`src/rtl/cavlc_enc_ctrl.sv`:
```
// CAVLC encoder control: sequences coeff_token, level and zero codewords of
// each coefficient block into a packed 32-bit big-endian output word stream.
// Optional feature macro: CAVLC_ENC_STUFFING_EN (flush appends a '1' stop bit
// and always emits a word); when undefined the flush pads with zeros only.
module cavlc_enc_ctrl (
  input  logic        Clk,
  input  logic        nReset,
  input  logic        Enable,
  input  logic        BlockReady,
  input  logic [15:0] CoeffTokenCode,
  input  logic [4:0]  CoeffTokenLen,
  input  logic [15:0] LevelCode,
  input  logic [4:0]  LevelLen,
  input  logic        LevelValid,
  input  logic        LevelDone,
  input  logic [15:0] ZeroCode,
  input  logic [4:0]  ZeroLen,
  input  logic        ZeroValid,
  input  logic        ZeroDone,
  input  logic        WordReady,
  output logic        CodeAccept,
  output logic        CoeffTokenEncodeEnable,
  output logic        LevelEncodeEnable,
  output logic        ZeroEncodeEnable,
  output logic [31:0] Word,
  output logic        WordValid,
  output logic        BlockDone,
  output logic        Busy
);

  typedef enum logic [2:0] {
    WAIT_ENABLE  = 3'd0,
    COEFF_TOKEN  = 3'd1,
    LEVEL_ENCODE = 3'd2,
    ZERO_ENCODE  = 3'd3,
    FLUSH        = 3'd4
  } state_t;

  state_t      state, state_next;
  logic [31:0] acc, acc_next;
  logic [4:0]  cnt, cnt_next;
  logic [31:0] word_next;
  logic        word_load;
  logic        block_done_next;
  logic        append;

  logic [15:0] sel_code;
  logic [4:0]  sel_len;
  logic [4:0]  eff_len;
  logic [4:0]  shamt;
  logic [15:0] cw_left;
  logic [63:0] merged;
  logic [5:0]  total;
  logic        completes;
  logic        word_free;
  logic        stall;

  // Pick the codeword offered in the current state and merge it behind the pending bits
  always_comb begin
    sel_code = '0;
    sel_len  = '0;
    case (state)
      COEFF_TOKEN: begin
        sel_code = CoeffTokenCode;
        sel_len  = CoeffTokenLen;
      end
      LEVEL_ENCODE: begin
        if (LevelValid) begin
          sel_code = LevelCode;
          sel_len  = LevelLen;
        end
      end
      ZERO_ENCODE: begin
        if (ZeroValid) begin
          sel_code = ZeroCode;
          sel_len  = ZeroLen;
        end
      end
      default: begin
        sel_code = '0;
        sel_len  = '0;
      end
    endcase
    eff_len   = (sel_len > 5'd16) ? 5'd16 : sel_len;
    shamt     = 5'd16 - eff_len;
    cw_left   = sel_code << shamt;
    merged    = {acc, 32'h0} | ({cw_left, 48'h0} >> cnt);
    total     = {1'b0, cnt} + {1'b0, eff_len};
    completes = total[5];
    word_free = !WordValid || WordReady;
    stall     = completes && !word_free;
  end

  // Next-state, accept handshake, accumulator update and word loading
  always_comb begin
    state_next      = state;
    acc_next        = acc;
    cnt_next        = cnt;
    word_next       = Word;
    word_load       = 1'b0;
    block_done_next = 1'b0;
    CodeAccept      = 1'b0;
    append          = 1'b0;
    case (state)
      WAIT_ENABLE: begin
        if (Enable && BlockReady) state_next = COEFF_TOKEN;
      end
      COEFF_TOKEN: begin
        CodeAccept = !stall;
        if (!stall) begin
          append     = 1'b1;
          state_next = LEVEL_ENCODE;
        end
      end
      LEVEL_ENCODE: begin
        CodeAccept = !stall;
        if (!stall) begin
          append = LevelValid;
          if (LevelDone) state_next = ZERO_ENCODE;
        end
      end
      ZERO_ENCODE: begin
        CodeAccept = !stall;
        if (!stall) begin
          append = ZeroValid;
          if (ZeroDone) begin
            block_done_next = 1'b1;
            if (Enable && BlockReady) state_next = COEFF_TOKEN;
            else if (!Enable)         state_next = FLUSH;
            else                      state_next = WAIT_ENABLE;
          end
        end
      end
      FLUSH: begin
`ifdef CAVLC_ENC_STUFFING_EN
        if (word_free) begin
          word_load  = 1'b1;
          word_next  = acc | (32'h8000_0000 >> cnt);
          acc_next   = '0;
          cnt_next   = '0;
          state_next = WAIT_ENABLE;
        end
`else
        if (cnt == 5'd0) begin
          state_next = WAIT_ENABLE;
        end else if (word_free) begin
          word_load  = 1'b1;
          word_next  = acc;
          acc_next   = '0;
          cnt_next   = '0;
          state_next = WAIT_ENABLE;
        end
`endif
      end
      default: begin
        state_next = WAIT_ENABLE;
      end
    endcase
    if (append) begin
      cnt_next = total[4:0];
      if (completes) begin
        word_load = 1'b1;
        word_next = merged[63:32];
        acc_next  = merged[31:0];
      end else begin
        acc_next  = merged[63:32];
      end
    end
  end

  // State, accumulator and output word registers
  always_ff @(posedge Clk or negedge nReset) begin
    if (!nReset) begin
      state                  <= WAIT_ENABLE;
      acc                    <= '0;
      cnt                    <= '0;
      Word                   <= '0;
      WordValid              <= 1'b0;
      BlockDone              <= 1'b0;
      CoeffTokenEncodeEnable <= 1'b0;
      LevelEncodeEnable      <= 1'b0;
      ZeroEncodeEnable       <= 1'b0;
    end else begin
      state                  <= state_next;
      acc                    <= acc_next;
      cnt                    <= cnt_next;
      BlockDone              <= block_done_next;
      CoeffTokenEncodeEnable <= (state == COEFF_TOKEN);
      LevelEncodeEnable      <= (state == LEVEL_ENCODE);
      ZeroEncodeEnable       <= (state == ZERO_ENCODE);
      if (word_load) begin
        Word      <= word_next;
        WordValid <= 1'b1;
      end else if (WordReady) begin
        WordValid <= 1'b0;
      end
    end
  end

  // Busy covers both an active block and an undelivered output word
  always_comb begin
    Busy = (state != WAIT_ENABLE) || WordValid;
  end

endmodule
```
`config.mk`:
```
export PLATFORM = sky130hd
export DESIGN_NAME = cavlc_enc_ctrl
export DESIGN_NICKNAME = d
export VERILOG_FILES = /design/src/rtl/cavlc_enc_ctrl.sv
export SDC_FILE = /design/constraint.sdc
export NUM_CORES = 1
export LEC_CHECK = 0
export ABC_AREA = 1
export CORE_ASPECT_RATIO = 1.2
export CORE_MARGIN = 4
export CORE_UTILIZATION = 45
export CTS_CLUSTER_DIAMETER = 100
export DETAILED_ROUTE_END_ITERATION = 6
export GPL_TIMING_DRIVEN = 0
export PLACE_DENSITY = 0.7
export SETUP_SLACK_MARGIN = 0.15
export SYNTH_ARGS = -nofsm -noshare
export SYNTH_HDL_FRONTEND = slang
export SYNTH_SLANG_ARGS = --single-unit
```
`constraint.sdc`:
```
create_clock -name Clk -period 9 [get_ports Clk]
set_input_delay 0.9 -clock Clk [delete_from_list [all_inputs] [get_ports Clk]]
set_output_delay 0.9 -clock Clk [all_outputs]
set_load 0.01 [all_outputs]
```
# == Word-level counts from Yosys, hierarchy flattened ==
# Cells that the tools add are included.
# word_totals
reg_bits,77
input_bits,72
out_inout_bits,39
elab_cells,90
# op_classes
n_reduce_logical,16
shift,2
addsub,2
n_lt_le_gt_ge,1
n_eq_ne,12
mux,47
bitwise,1
# op_table
cell,count
32-bit two-way mux,10
64-bit bitwise OR,1
64-bit by 5-bit right shift with 64-bit output,1
16-bit one-hot mux with 3 select lines,1
5-bit two-way mux,7
16-bit two-way mux,2
3-bit two-way mux,10
16-bit by 5-bit << shifter with 16-bit output,1
3-bit one-hot mux with 5 select lines,1
5-bit one-hot mux with 3 select lines,1
1-bit two-way mux,14
"2-bit inequality test, second input constant",7
7-bit AND reduction,1
5-bit by 5-bit adder with 6-bit output,1
"3-bit by 2-bit equality test with 1-bit output, second input constant",2
2-bit nonzero test,3
"5-bit > comparator, second input constant",1
5-bit zero test,1
"5-bit subtractor, first input constant",1
"3-bit by 1-bit equality test with 1-bit output, second input constant",1
"3-bit equality test, second input constant",1
1-bit zero test,3
3-bit zero test,1
"3-bit inequality test, second input constant",1
6 further kinds,8

# == Logic depth before layout (Yosys ltp) ==
# Gate-level depths: netlist (run 1).
# depth
ltp_word,10
ltp_mapped,29
ltp_nobuf,28

# == Worst setup path after synthesis (run 1) ==
# Ideal clock, no wire load.
# synth_timing
path_type,input-to-reg
from,input port LevelValid
to,register Word[3]
required_ns,8.883
path_stages,29
n_path_buf,3
t_arrival_ns,3.947
setup_ns,0.117
path_slack_ns,4.936
path_cell_list,buf_2 nand2_1 inv_1 nand3_1 nand3_2 nor2_1 nand2_1 nand2_2 nand2_2 inv_1 ha_1 a21oi_1 inv_1 a31oi_1 nor2_1 nor2_1 nor2_1 nor2_1 nor2_1 a21oi_1 nand2_1 inv_1 nand2_1 buf_2 inv_1 clkbuf_1 nand4_1 nand2_1 nand2_1
# synth_via
elab_chain_cells,10
elab_cells_between_ends,20
classes_between,2 x add/sub; 1 x order compare; 2 x shift; 13 x mux; 1 x bitwise; 1 x reduce/logical
# synth_rtl
element,line,source
start: declaration,14,"input logic LevelValid,"
5-bit two-way mux,68,if (LevelValid) begin
5-bit one-hot mux with 3 select lines,62,case (state)
5-bit > comparator,84,eff_len = (sel_len > 5'd16) ? 5'd16 : sel_len;
5-bit two-way mux,84,
5-bit subtractor,85,shamt = 5'd16 - eff_len;
16-bit by 5-bit << shifter with 16-bit output,86,cw_left = sel_code << shamt;
64-bit by 5-bit right shift with 64-bit output,87,"merged = {acc, 32'h0} | ({cw_left, 48'h0} >> cnt);"
64-bit bitwise OR,87,
32-bit two-way mux,161,if (completes) begin
32-bit two-way mux,159,if (append) begin
end signal: assignment,192,Word <= word_next;
end: declaration,25,"output logic [31:0] Word,"
# Parallel ways exist; a longest one is shown, timed or not.
# A chain may end at the register's enable or synchronous reset.

# == Worst setup path in the final report (run 1) ==
# layout_timing
from,input port LevelValid
to,output port CodeAccept
# layout_via
elab_chain_cells,8
# layout_rtl
element,line,source
5-bit two-way mux *,68,
5-bit one-hot mux with 3 select lines *,62,
5-bit > comparator,84,
5-bit two-way mux *,84,
5-bit by 5-bit adder with 6-bit output *,88,"total = {1'b0, cnt} + {1'b0, eff_len};"
1-bit logical AND *,91,stall = completes && !word_free;
1-bit zero test *,--,
1-bit two-way mux *,--,
end: declaration,21,"output logic CodeAccept,"
# Every way passes the cells marked *; elsewhere a longest branch is shown, timed or not.

==> flow_metrics.env, run 1 <==
export IMPL_outcome="completed"
export IMPL_critPathLaunchType="primary input"
export IMPL_area_growth_pct=26.17
export IMPL_port_buffer_count=110
export IMPL_hold_viol=0
export IMPL_criticalPathCategory="primary input to output pin"
export IMPL_final_cell_mix="nand2_1 (341), nand3_1 (218), clkdlybuf4s50_1 (109)"
export IMPL_cp_slowest_stage_delay_ns=0.59
export IMPL_critPathTopFamily="buffers and inverters"
export IMPL_cts_buffer_depth=2
export IMPL_path_common_cell="nor2_1"
export IMPL_syn_inst=1018
export IMPL_holdWs_ns=0.4234
export IMPL_start_util_pct=45.59
export IMPL_internal_power_mw=1.573
export IMPL_cp_slowest_cell="clkdlybuf4s50_1"
export IMPL_ant_nets=0
export IMPL_finalCriticalPeriod_ns=5.196
export IMPL_finalSetupTns_ns=0
export IMPL_maxSlewViolCount=0
export IMPL_first_global_vias=6750
export IMPL_cts_root_buf="clkbuf_16"
export IMPL_maxCapViolations=0
export IMPL_post_cts_buffers=0
export IMPL_ys_flop_type="dfrtp_1"
export IMPL_finalSetupViolations=0
export IMPL_cp_end_kind="output pin"
export IMPL_htree_levels=3
export IMPL_hold_path_class="primary input to asynchronous set/reset pin"
export IMPL_rsz0062_at_grt="no"
export IMPL_clock_power_share_pct=10.7
export IMPL_die_y_um=137.3
export IMPL_rows=47
export IMPL_fin_cells=1316
export IMPL_clock_sinks=77
export IMPL_seq_area_frac_synth_pct=30.71
export IMPL_cp_max_fo=10
export IMPL_fp_dieW_um=115.8
export IMPL_coreArea_um2=13760
export IMPL_synth_edff_count=0
export IMPL_max_freq_mhz=192.5
export IMPL_p_switching_mw=1.940
export IMPL_drtPass1Iterations=7
export IMPL_async_flop_share_pct=100.0
export IMPL_multiInputGateArea_um2=3679
export IMPL_synth_warnings=0
export IMPL_routed_wl_um=21010
export IMPL_num_vias=7095
export IMPL_antenna_found_initial=0
export IMPL_ctsResizeCount=0
export IMPL_drc=0
export IMPL_drtIter0Drc=515
export IMPL_tritoncts="built"
export IMPL_fin_nets=1219
export IMPL_gp_congestion=0.9782
export IMPL_ios=111
export IMPL_post_dp_hpwl_um=17180
export IMPL_skew_ns=0.006028
export IMPL_power_density_nw_per_um2=443.9
export IMPL_syn_mean_instance_area_um2=6.163
export IMPL_clk_pin_slew_ns=0.06
export IMPL_vias_per_cell=5.391
export IMPL_worstPathArrival_ns=4.30
export IMPL_leakagePower_nw=4.044
export IMPL_crit_required_ns=8.10
export IMPL_grt_max_degree=62
export IMPL_pwr_share_seq_pct=16.4
export IMPL_irDropWorstVdd_uv=222.8
export IMPL_cts_buffers=9
export IMPL_grt_pass1_wl_um=34100
export IMPL_clk_latency_ns=0.34
export IMPL_crit_chain="clkdlybuf4s50_1 -> buf_2 -> nand2_1 -> inv_1 -> nand3_1 -> nand3_2 -> nor2_1 -> nand2_1 -> nand2_2 -> nand2_2 -> inv_1 -> ha_1 -> a21oi_1 -> inv_1 -> a31oi_1 -> nor2_1 -> nor2_1 -> nor2_1 -> nor2_1 -> nor2_1 -> a21oi_1 -> clkdlybuf4s50_1"
export IMPL_syn_area_um2=6274
export IMPL_p_sw_share_pct=55.22
export IMPL_critPathBufInv=6
export IMPL_grt_overflow_total=0
export IMPL_ys_types=41
export IMPL_dp_cells=1300
export IMPL_synth_seq_cells=77
export IMPL_pwr_share_comb_pct=72.9
export IMPL_holdBufCountCts=0
export IMPL_tightest_slew_ns=0.7071
export IMPL_syn_nets=1097
export IMPL_seqCellArea_um2=1927
export IMPL_fillers=1438
export IMPL_grt_use_total_pct=27.22
export IMPL_die_area_um2=15900
export IMPL_wl_per_cell_um=15.97
export IMPL_antenna_cells=0
export IMPL_layout_drive_gt1_share_pct=6.463
export IMPL_max_slew_margin_rel_pct=52.86
export IMPL_post_route_period_util_pct=57.73
export IMPL_final_common_cell="nand2_1"
[final timing paths]
path	from	slack [ns]	cells past startpoint	endpoint
setup / recovery	LevelValid	3.80	22	CodeAccept
hold / removal	nReset	0.42	1	acc[27]
setup reg to reg	state[0]	4.54	25	acc[16]
hold reg to reg	Word[17]	0.48	2	Word[17]
max in group asynchronous	nReset	8.00	2	Word[4]
min in group Clk	Word[17]	0.48	2	Word[17]
[through the flow]
step                      setup slack, ns  power (mW)  instance area [um2]  util (%)
after floorplan                     4.936       2.343                 6274         -
after CTS                           3.742       3.494                 7915     57.52
final                               3.804       3.513                 7915     57.52
after global placement              3.714       3.085                 7589     55.15
after detailed placement            3.632       3.111                 7614     55.33
after global routing                3.450       3.872                 7915     57.52
[registers in the layout, indices dropped and copies added, names as in the netlist]
name	count
Word	32
CoeffTokenEncodeEnable	1
LevelEncodeEnable	1
ZeroEncodeEnable	1
BlockDone	1
acc	32
WordValid	1
state	3
cnt	5
[cells by family after synthesis]
logic type	Yosys count	synth area share, %
and+or+nand+nor	653	45.99
buffers and inverters	161	10.65
AOI/OAI and AO/OA	119	10.99
DFF	77	30.71
adders and majority gates	7	1.516
xor gates and xnor gates	1	0.1396
[cell usage after synthesis (2+ instances only)]
cell | number | share of area, %
buf_2 | 21 | 1.7
nor2_2 | 2 | 0.20
nand4_1 | 20 | 2.0
a22o_1 | 7 | 0.98
nor3_1 | 2 | 0.16
nand3_1 | 218 | 17
inv_1 | 98 | 5.9
ha_1 | 6 | 1.2
nor2_4 | 2 | 0.36
inv_2 | 5 | 0.30
nand2_2 | 11 | 1.1
o211ai_1 | 9 | 1.1
o22ai_1 | 3 | 0.30
buf_4 | 2 | 0.24
buf_6 | 4 | 0.72
buf_1 | 7 | 0.42
o21ai_0 | 46 | 3.7
nand3_2 | 3 | 0.48
dfrtp_1 | 77 | 31
clkbuf_1 | 23 | 1.4
nor2_1 | 48 | 2.9
o21ai_2 | 2 | 0.28
o221ai_1 | 2 | 0.28
a21oi_1 | 22 | 1.8
nand3b_1 | 2 | 0.24
nand2_1 | 341 | 20
o21ai_1 | 20 | 1.6
nand2_4 | 2 | 0.36
[final cells by class]
type	instances	share of cell area [%]
tap	171	2.703
buffer	57	3.509
sequential	77	24.34
clock buffer	11	3.067
clock inverter	5	0.7430
timing repair buffer	111	14.23
multi-input combinational	780	46.47
inverter	104	4.932
[layer usage]
metal	up-vias	GRT usage, %	share of wire [%]
met4	0	13.35	5.1
met5	-	0	0
met2	245	48.82	50
met3	56	4.262	5.4
li1	3594	-	-
met1	3200	31.16	40
[power groups by stage]
| stage | Combinational [mW] | Clock, mW | Sequential [mW] |
|---|---|---|---|
| 5_1_grt | 2.88 | 0.395 | 0.595 |
| 3_5_place_dp | 2.53 | 0 | 0.582 |
| 2_1_floorplan | 1.74 | 0 | 0.601 |
| 6_report | 2.56 | 0.374 | 0.577 |
| 4_1_cts | 2.54 | 0.378 | 0.577 |
| 3_3_place_gp | 2.51 | 0 | 0.579 |
Note: power is estimated with default switching activity, not from simulation.
==> run 2, diff against run 1 <==
--- a/config.mk
+++ b/config.mk
@@ -12,7 +12,7 @@
 export CTS_CLUSTER_DIAMETER = 100
 export DETAILED_ROUTE_END_ITERATION = 6
 export GPL_TIMING_DRIVEN = 0
-export PLACE_DENSITY = 0.7
+export PLACE_DENSITY = 0.73
 export SETUP_SLACK_MARGIN = 0.15
 export SYNTH_ARGS = -nofsm -noshare
 export SYNTH_HDL_FRONTEND = slang
==> constraint.sdc (replaced) <==
create_clock -name Clk -period 4.7 [get_ports Clk]
set_input_delay 0.47 -clock Clk [delete_from_list [all_inputs] [get_ports Clk]]
set_output_delay 0.47 -clock Clk [all_outputs]
set_load 0.01 [all_outputs]
==> run 2 against run 1 <==
Critical path depth increased by 8. Via count is 1.4% higher. Clock power rose by 80%. Non-clock buffer count is 1 higher. Routed wire length up 0.53%. Largest power group unchanged. Clock skew is 0.0042 ns higher. Worst hold slack improved by 0.051 ns.
==> flow_metrics.env, run 2 (synthesized netlist as in run 1, its figures left out) <==
export IMPL_outcome="completed"
export IMPL_num_vias=7192
export IMPL_clk_latency_ns=0.36
export IMPL_fp_dieW_um=115.8
export IMPL_reg_top3="Word: 32 flops, acc: 32 flops, cnt: 5 flops"
export IMPL_grt_overflow_total=0
export IMPL_maxCapViolations=0
export IMPL_port_buffer_count=110
export IMPL_drtIter0Drc=647
export IMPL_die_y_um=137.3
export IMPL_die_area_um2=15900
export IMPL_area_growth_pct=26.55
export IMPL_pwr_share_comb_pct=73.5
export IMPL_finalCriticalPeriod_ns=4.135
export IMPL_p_sw_share_pct=55.89
export IMPL_criticalPathCategory="primary input to flip-flop"
export IMPL_grt_use_total_pct=27.11
export IMPL_grt_max_degree=65
export IMPL_ant_nets=0
export IMPL_cp_slowest_stage_delay_ns=0.50
export IMPL_start_util_pct=45.59
export IMPL_fin_ws_ns=0.5650
export IMPL_power_total_mw=6.712
export IMPL_grt_pass1_wl_um=34080
export IMPL_gp_congestion=1.010
export IMPL_skew_ns=0.01022
export IMPL_p_switching_mw=3.751
export IMPL_maxSlewViolCount=0
export IMPL_clock_power_share_pct=10.1
export IMPL_fin_cells=1317
export IMPL_hold_depth=2
export IMPL_rsz0062_at_grt="yes"
export IMPL_max_freq_mhz=241.8
export IMPL_tightest_slew_ns=0.6635
export IMPL_post_cts_buffers=0
export IMPL_post_dp_hpwl_um=17010
export IMPL_max_slew_margin_rel_pct=55.60
export IMPL_htree_levels=3
export IMPL_pwr_share_seq_pct=16.4
export IMPL_cts_buffers=9
export IMPL_post_route_period_util_pct=87.98
export IMPL_rr_endpoint="acc[6]"
export IMPL_path_common_cell="nor2_1"
export IMPL_finalSetupTns_ns=0
export IMPL_hold_viol=0
export IMPL_cp_max_fo=10
export IMPL_final_cell_mix="nand2_1 (339), nand3_1 (218), clkdlybuf4s50_1 (108)"
export IMPL_reg2reg_slack_ns=0.65
export IMPL_power_density_nw_per_um2=845.5
export IMPL_tritoncts="built"
export IMPL_first_global_vias=6786
export IMPL_pre_cts_ws_ns=-0.1124
export IMPL_clock_sinks=77
export IMPL_reg2reg_depth=26
export IMPL_critPathLaunchType="primary input"
export IMPL_cp_slowest_cell="clkdlybuf4s50_1"
export IMPL_layout_drive_gt1_share_pct=7.592
export IMPL_internal_power_mw=2.961
export IMPL_min_delay_start="Word[12]"
export IMPL_antenna_cells=0
export IMPL_final_util_pct=57.69
export IMPL_cts_root_buf="clkbuf_16"
export IMPL_hold_end="Word[12]"
export IMPL_cts_buffer_depth=2
export IMPL_crit_required_ns=4.94
export IMPL_fin_nets=1220
export IMPL_r2r_start="state[0]"
export IMPL_wl_per_cell_um=16.04
export IMPL_routed_wl_um=21120
export IMPL_ios=111
export IMPL_hold_path_class="flip-flop to flip-flop"
export IMPL_fillers=1433
export IMPL_dp_cells=1300
export IMPL_final_common_cell="nand2_1"
export IMPL_leakagePower_nw=4.074
export IMPL_cp_end_kind="flip-flop"
export IMPL_coreArea_um2=13760
export IMPL_finalSetupViolations=0
export IMPL_vias_per_cell=5.461
export IMPL_drtPass1Iterations=6
export IMPL_clk_pin_slew_ns=0.06
export IMPL_worstPathArrival_ns=4.38
export IMPL_rows=47
export IMPL_drc=0
export IMPL_antenna_found_initial=0
export IMPL_irDropWorstVdd_uv=338.7
-- run 2: repair_timing --
action	CTS	global route
gates resized for setup	0	23
endpoints found under the setup margin	0	67
hold buffers	1	0
hold endpoints to repair	13	0
-- run 2: metal layers --
metal  track usage (%)  wire length, um
met1             32.11             8739
met3             5.360             1263
met5                 0                0
met4             12.89              939
met2             46.80            10180
-- run 2: power by group through the flow --
stage,sequential [mW],combinational [mW],clock (mW)
global route,1.13,5.51,0.701
global placement,1.11,4.79,0
detailed placement,1.11,4.83,0
floorplan,1.15,3.34,0
finish,1.10,4.93,0.675
CTS,1.10,4.86,0.678
-- run 2: worst max path at each step --
stage               startpoint  endpoint  slack (ns)  depth (start not counted)
CTS                 LevelValid   acc[16]        0.19                         26
floorplan             state[0]   Word[3]        1.05                         29
detailed placement  LevelValid   acc[16]       -0.11                         26
global placement     ZeroValid   acc[16]        -0.1                         26
global route        LevelValid   Word[3]        0.14                         30
finish              LevelValid   Word[3]        0.56                         30
-- run 2: area by class of cell --
| class | count | area (um2) | share of cell area, % |
|---|---|---|---|
| Multi-Input combinational cell | 780 | 3690 | 46.48 |
| Sequential cell | 77 | 1927 | 24.27 |
| Timing Repair Buffer | 112 | 1139 | 14.34 |
| Inverter | 104 | 394.1 | 4.965 |
| Buffer | 57 | 291.5 | 3.672 |
| Clock buffer | 9 | 225.2 | 2.837 |
| Tap cell | 171 | 214.0 | 2.695 |
| Clock inverter | 7 | 58.81 | 0.7407 |
-- run 2: worst max-delay path: cells and delay by family --
kind / cells / cell delay, ns
simple gates: 17 / 1.57
buf+inv: 9 / 1.50
compound gates: 3 / 0.50
fa+ha+maj: 1 / 0.31
-- run 2: per-stage QoR --
step | hold slack [ns] | cell area (um2)
2_1_floorplan | 0.1744 | 6274
3_3_place_gp | 0.4613 | 7589
3_5_place_dp | 0.3477 | 7614
4_1_cts | 0.4808 | 7908
5_1_grt | 0.4892 | 7939
6_report | 0.4747 | 7939
==> run 3, diff against run 2 <==
--- a/config.mk
+++ b/config.mk
@@ -6,6 +6,7 @@
 export NUM_CORES = 1
 export LEC_CHECK = 0
 export ABC_AREA = 1
+export CAP_MARGIN = 30
 export CORE_ASPECT_RATIO = 1.2
 export CORE_MARGIN = 4
 export CORE_UTILIZATION = 45
==> run 3 against run 2 <==
Die area stayed put. First-iteration DRC count unchanged. Final area is the same. Combinational power about the same. Sequential share of layout area did not move. Worst setup slack unchanged. Register-to-register slack about the same. Routed wire length stayed put. Count of clock-buffer cells in the layout unchanged. Clock skew stayed put. Fmax is the same. Critical endpoint unchanged. Largest power group unchanged.
==> flow_metrics.env, run 3 (synthesized netlist as in run 1, its figures left out) <==
export IMPL_path_common_cell="nor2_1"
export IMPL_fp_dieW_um=115.8
export IMPL_clk_latency_ns=0.36
export IMPL_irDropWorstVdd_uv=338.7
export IMPL_ios=111
export IMPL_skew_ns=0.01022
export IMPL_final_common_cell="nand2_1"
export IMPL_cts_root_buf="clkbuf_16"
export IMPL_outcome="completed"
export IMPL_multiInputGateArea_um2=3690
export IMPL_cp_end_kind="flip-flop"
export IMPL_first_global_vias=6786
export IMPL_grt_use_total_pct=27.11
export IMPL_drtIter0Drc=647
export IMPL_cts_buffer_depth=2
export IMPL_power_total_mw=6.712
export IMPL_leakagePower_nw=4.074
export IMPL_grt_max_degree=65
export IMPL_area_growth_pct=26.55
export IMPL_rows=47
export IMPL_layout_drive_gt1_share_pct=7.592
export IMPL_hold_path_class="flip-flop to flip-flop"
export IMPL_num_vias=7192
export IMPL_gp_congestion=1.010
export IMPL_dp_cells=1300
export IMPL_worstPathArrival_ns=4.38
export IMPL_fillers=1433
export IMPL_post_route_period_util_pct=87.98
export IMPL_critPathTopFamily="simple AND/OR/NAND/NOR gates"
export IMPL_post_cts_buffers=0
export IMPL_cp_slowest_stage_delay_ns=0.50
export IMPL_finalCriticalPeriod_ns=4.135
export IMPL_critPathBufInv=9
export IMPL_coreArea_um2=13760
export IMPL_power_density_nw_per_um2=845.5
export IMPL_reg_top3="Word: 32 flops, acc: 32 flops, cnt: 5 flops"
export IMPL_antenna_cells=0
export IMPL_tightest_slew_ns=0.6635
export IMPL_max_slew_margin_rel_pct=55.60
export IMPL_final_util_pct=57.69
export IMPL_cp_slowest_cell="clkdlybuf4s50_1"
export IMPL_final_cell_mix="nand2_1 (339), nand3_1 (218), clkdlybuf4s50_1 (108)"
export IMPL_antenna_found_initial=0
export IMPL_clk_pin_slew_ns=0.06
export IMPL_drtPass1Iterations=6
export IMPL_tritoncts="built"
export IMPL_r2r_start="state[0]"
export IMPL_routed_wl_um=21120
export IMPL_die_y_um=137.3
export IMPL_startpoint="LevelValid"
export IMPL_grt_overflow_total=0
export IMPL_rsz0062_at_grt="yes"
export IMPL_finalSetupViolations=0
export IMPL_hold_viol=0
export IMPL_start_util_pct=45.59
export IMPL_maxCapViolations=0
export IMPL_wl_per_cell_um=16.04
export IMPL_critPathLaunchType="primary input"
export IMPL_post_dp_hpwl_um=17010
export IMPL_clock_sinks=77
export IMPL_vias_per_cell=5.461
export IMPL_fin_cells=1317
export IMPL_min_delay_start="Word[12]"
export IMPL_die_area_um2=15900
export IMPL_drc=0
export IMPL_htree_levels=3
export IMPL_seqCellArea_um2=1927
export IMPL_grt_pass1_wl_um=34080
export IMPL_fin_nets=1220
export IMPL_ant_nets=0
export IMPL_max_freq_mhz=241.8
export IMPL_cp_max_fo=10
export IMPL_criticalPathCategory="primary input to flip-flop"
export IMPL_port_buffer_count=110
export IMPL_crit_required_ns=4.94
export IMPL_maxSlewViolCount=0
export IMPL_cts_buffers=9
==> run 3: layout make-up <==
type	instances	area share, %
multi-input combinational	780	46.48
sequential	77	24.27
timing repair buffer	112	14.34
inverter	104	4.965
buffer	57	3.672
clock buffer	9	2.837
tap	171	2.695
clock inverter	7	0.7407
==> run 3: final timing paths <==
path                            slack (ns)  cells past startpoint       end
worst max-delay path                  0.56                     30   Word[3]
worst min-delay path                  0.47                      2  Word[12]
worst max register to register        0.65                     26    acc[6]
worst min register to register        0.47                      2  Word[12]
max in group asynchronous             3.58                      3   acc[17]
min in group asynchronous             0.52                      2  Word[26]
==> run 3: routing by layer <==
metal / wire [um] / GRT usage, % / share of wire [%] / vias up
met2: 10180 / 46.80 / 48 / 264
li1: - / - / - / 3600
met1: 8739 / 32.11 / 41 / 3270
met3: 1263 / 5.360 / 6.0 / 58
met4: 939 / 12.89 / 4.4 / 0
met5: 0 / 0 / 0 / -
==> run 3: tightest hold or removal path: cells and delay by family, from the launching register on <==
| kind | cells | cell delay, ns |
|---|---|---|
| flops | 1 | 0.34 |
| simple gates | 2 | 0.10 |
==> run 3: metrics by stage <==
step | TNS, ns | hold WS, ns | setup slack (ns) | cell area (um2)
2_1_floorplan | 0 | 0.1744 | 1.046 | 6274
5_1_grt | 0 | 0.4892 | 0.1420 | 7939
4_1_cts | 0 | 0.4808 | 0.1881 | 7908
6_report | 0 | 0.4747 | 0.5650 | 7939
3_3_place_gp | -1.054 | 0.4613 | -0.09955 | 7589
3_5_place_dp | -1.280 | 0.3477 | -0.1124 | 7614
==> run 3: timing repair <==
item / 4_1_cts / 5_1_grt
gates resized for setup: 0 / 23
hold buffers: 1 / 0
hold endpoints to repair: 13 / 0
endpoints found under the setup margin: 0 / 67
==> run 3: power by group <==
group / switching, mW / internal (mW) / total [mW]
combinational: 3.29 / 1.64 / 4.93
sequential: 0.147 / 0.957 / 1.10
clock: 0.310 / 0.365 / 0.675
total: 3.75 / 2.96 / 6.71
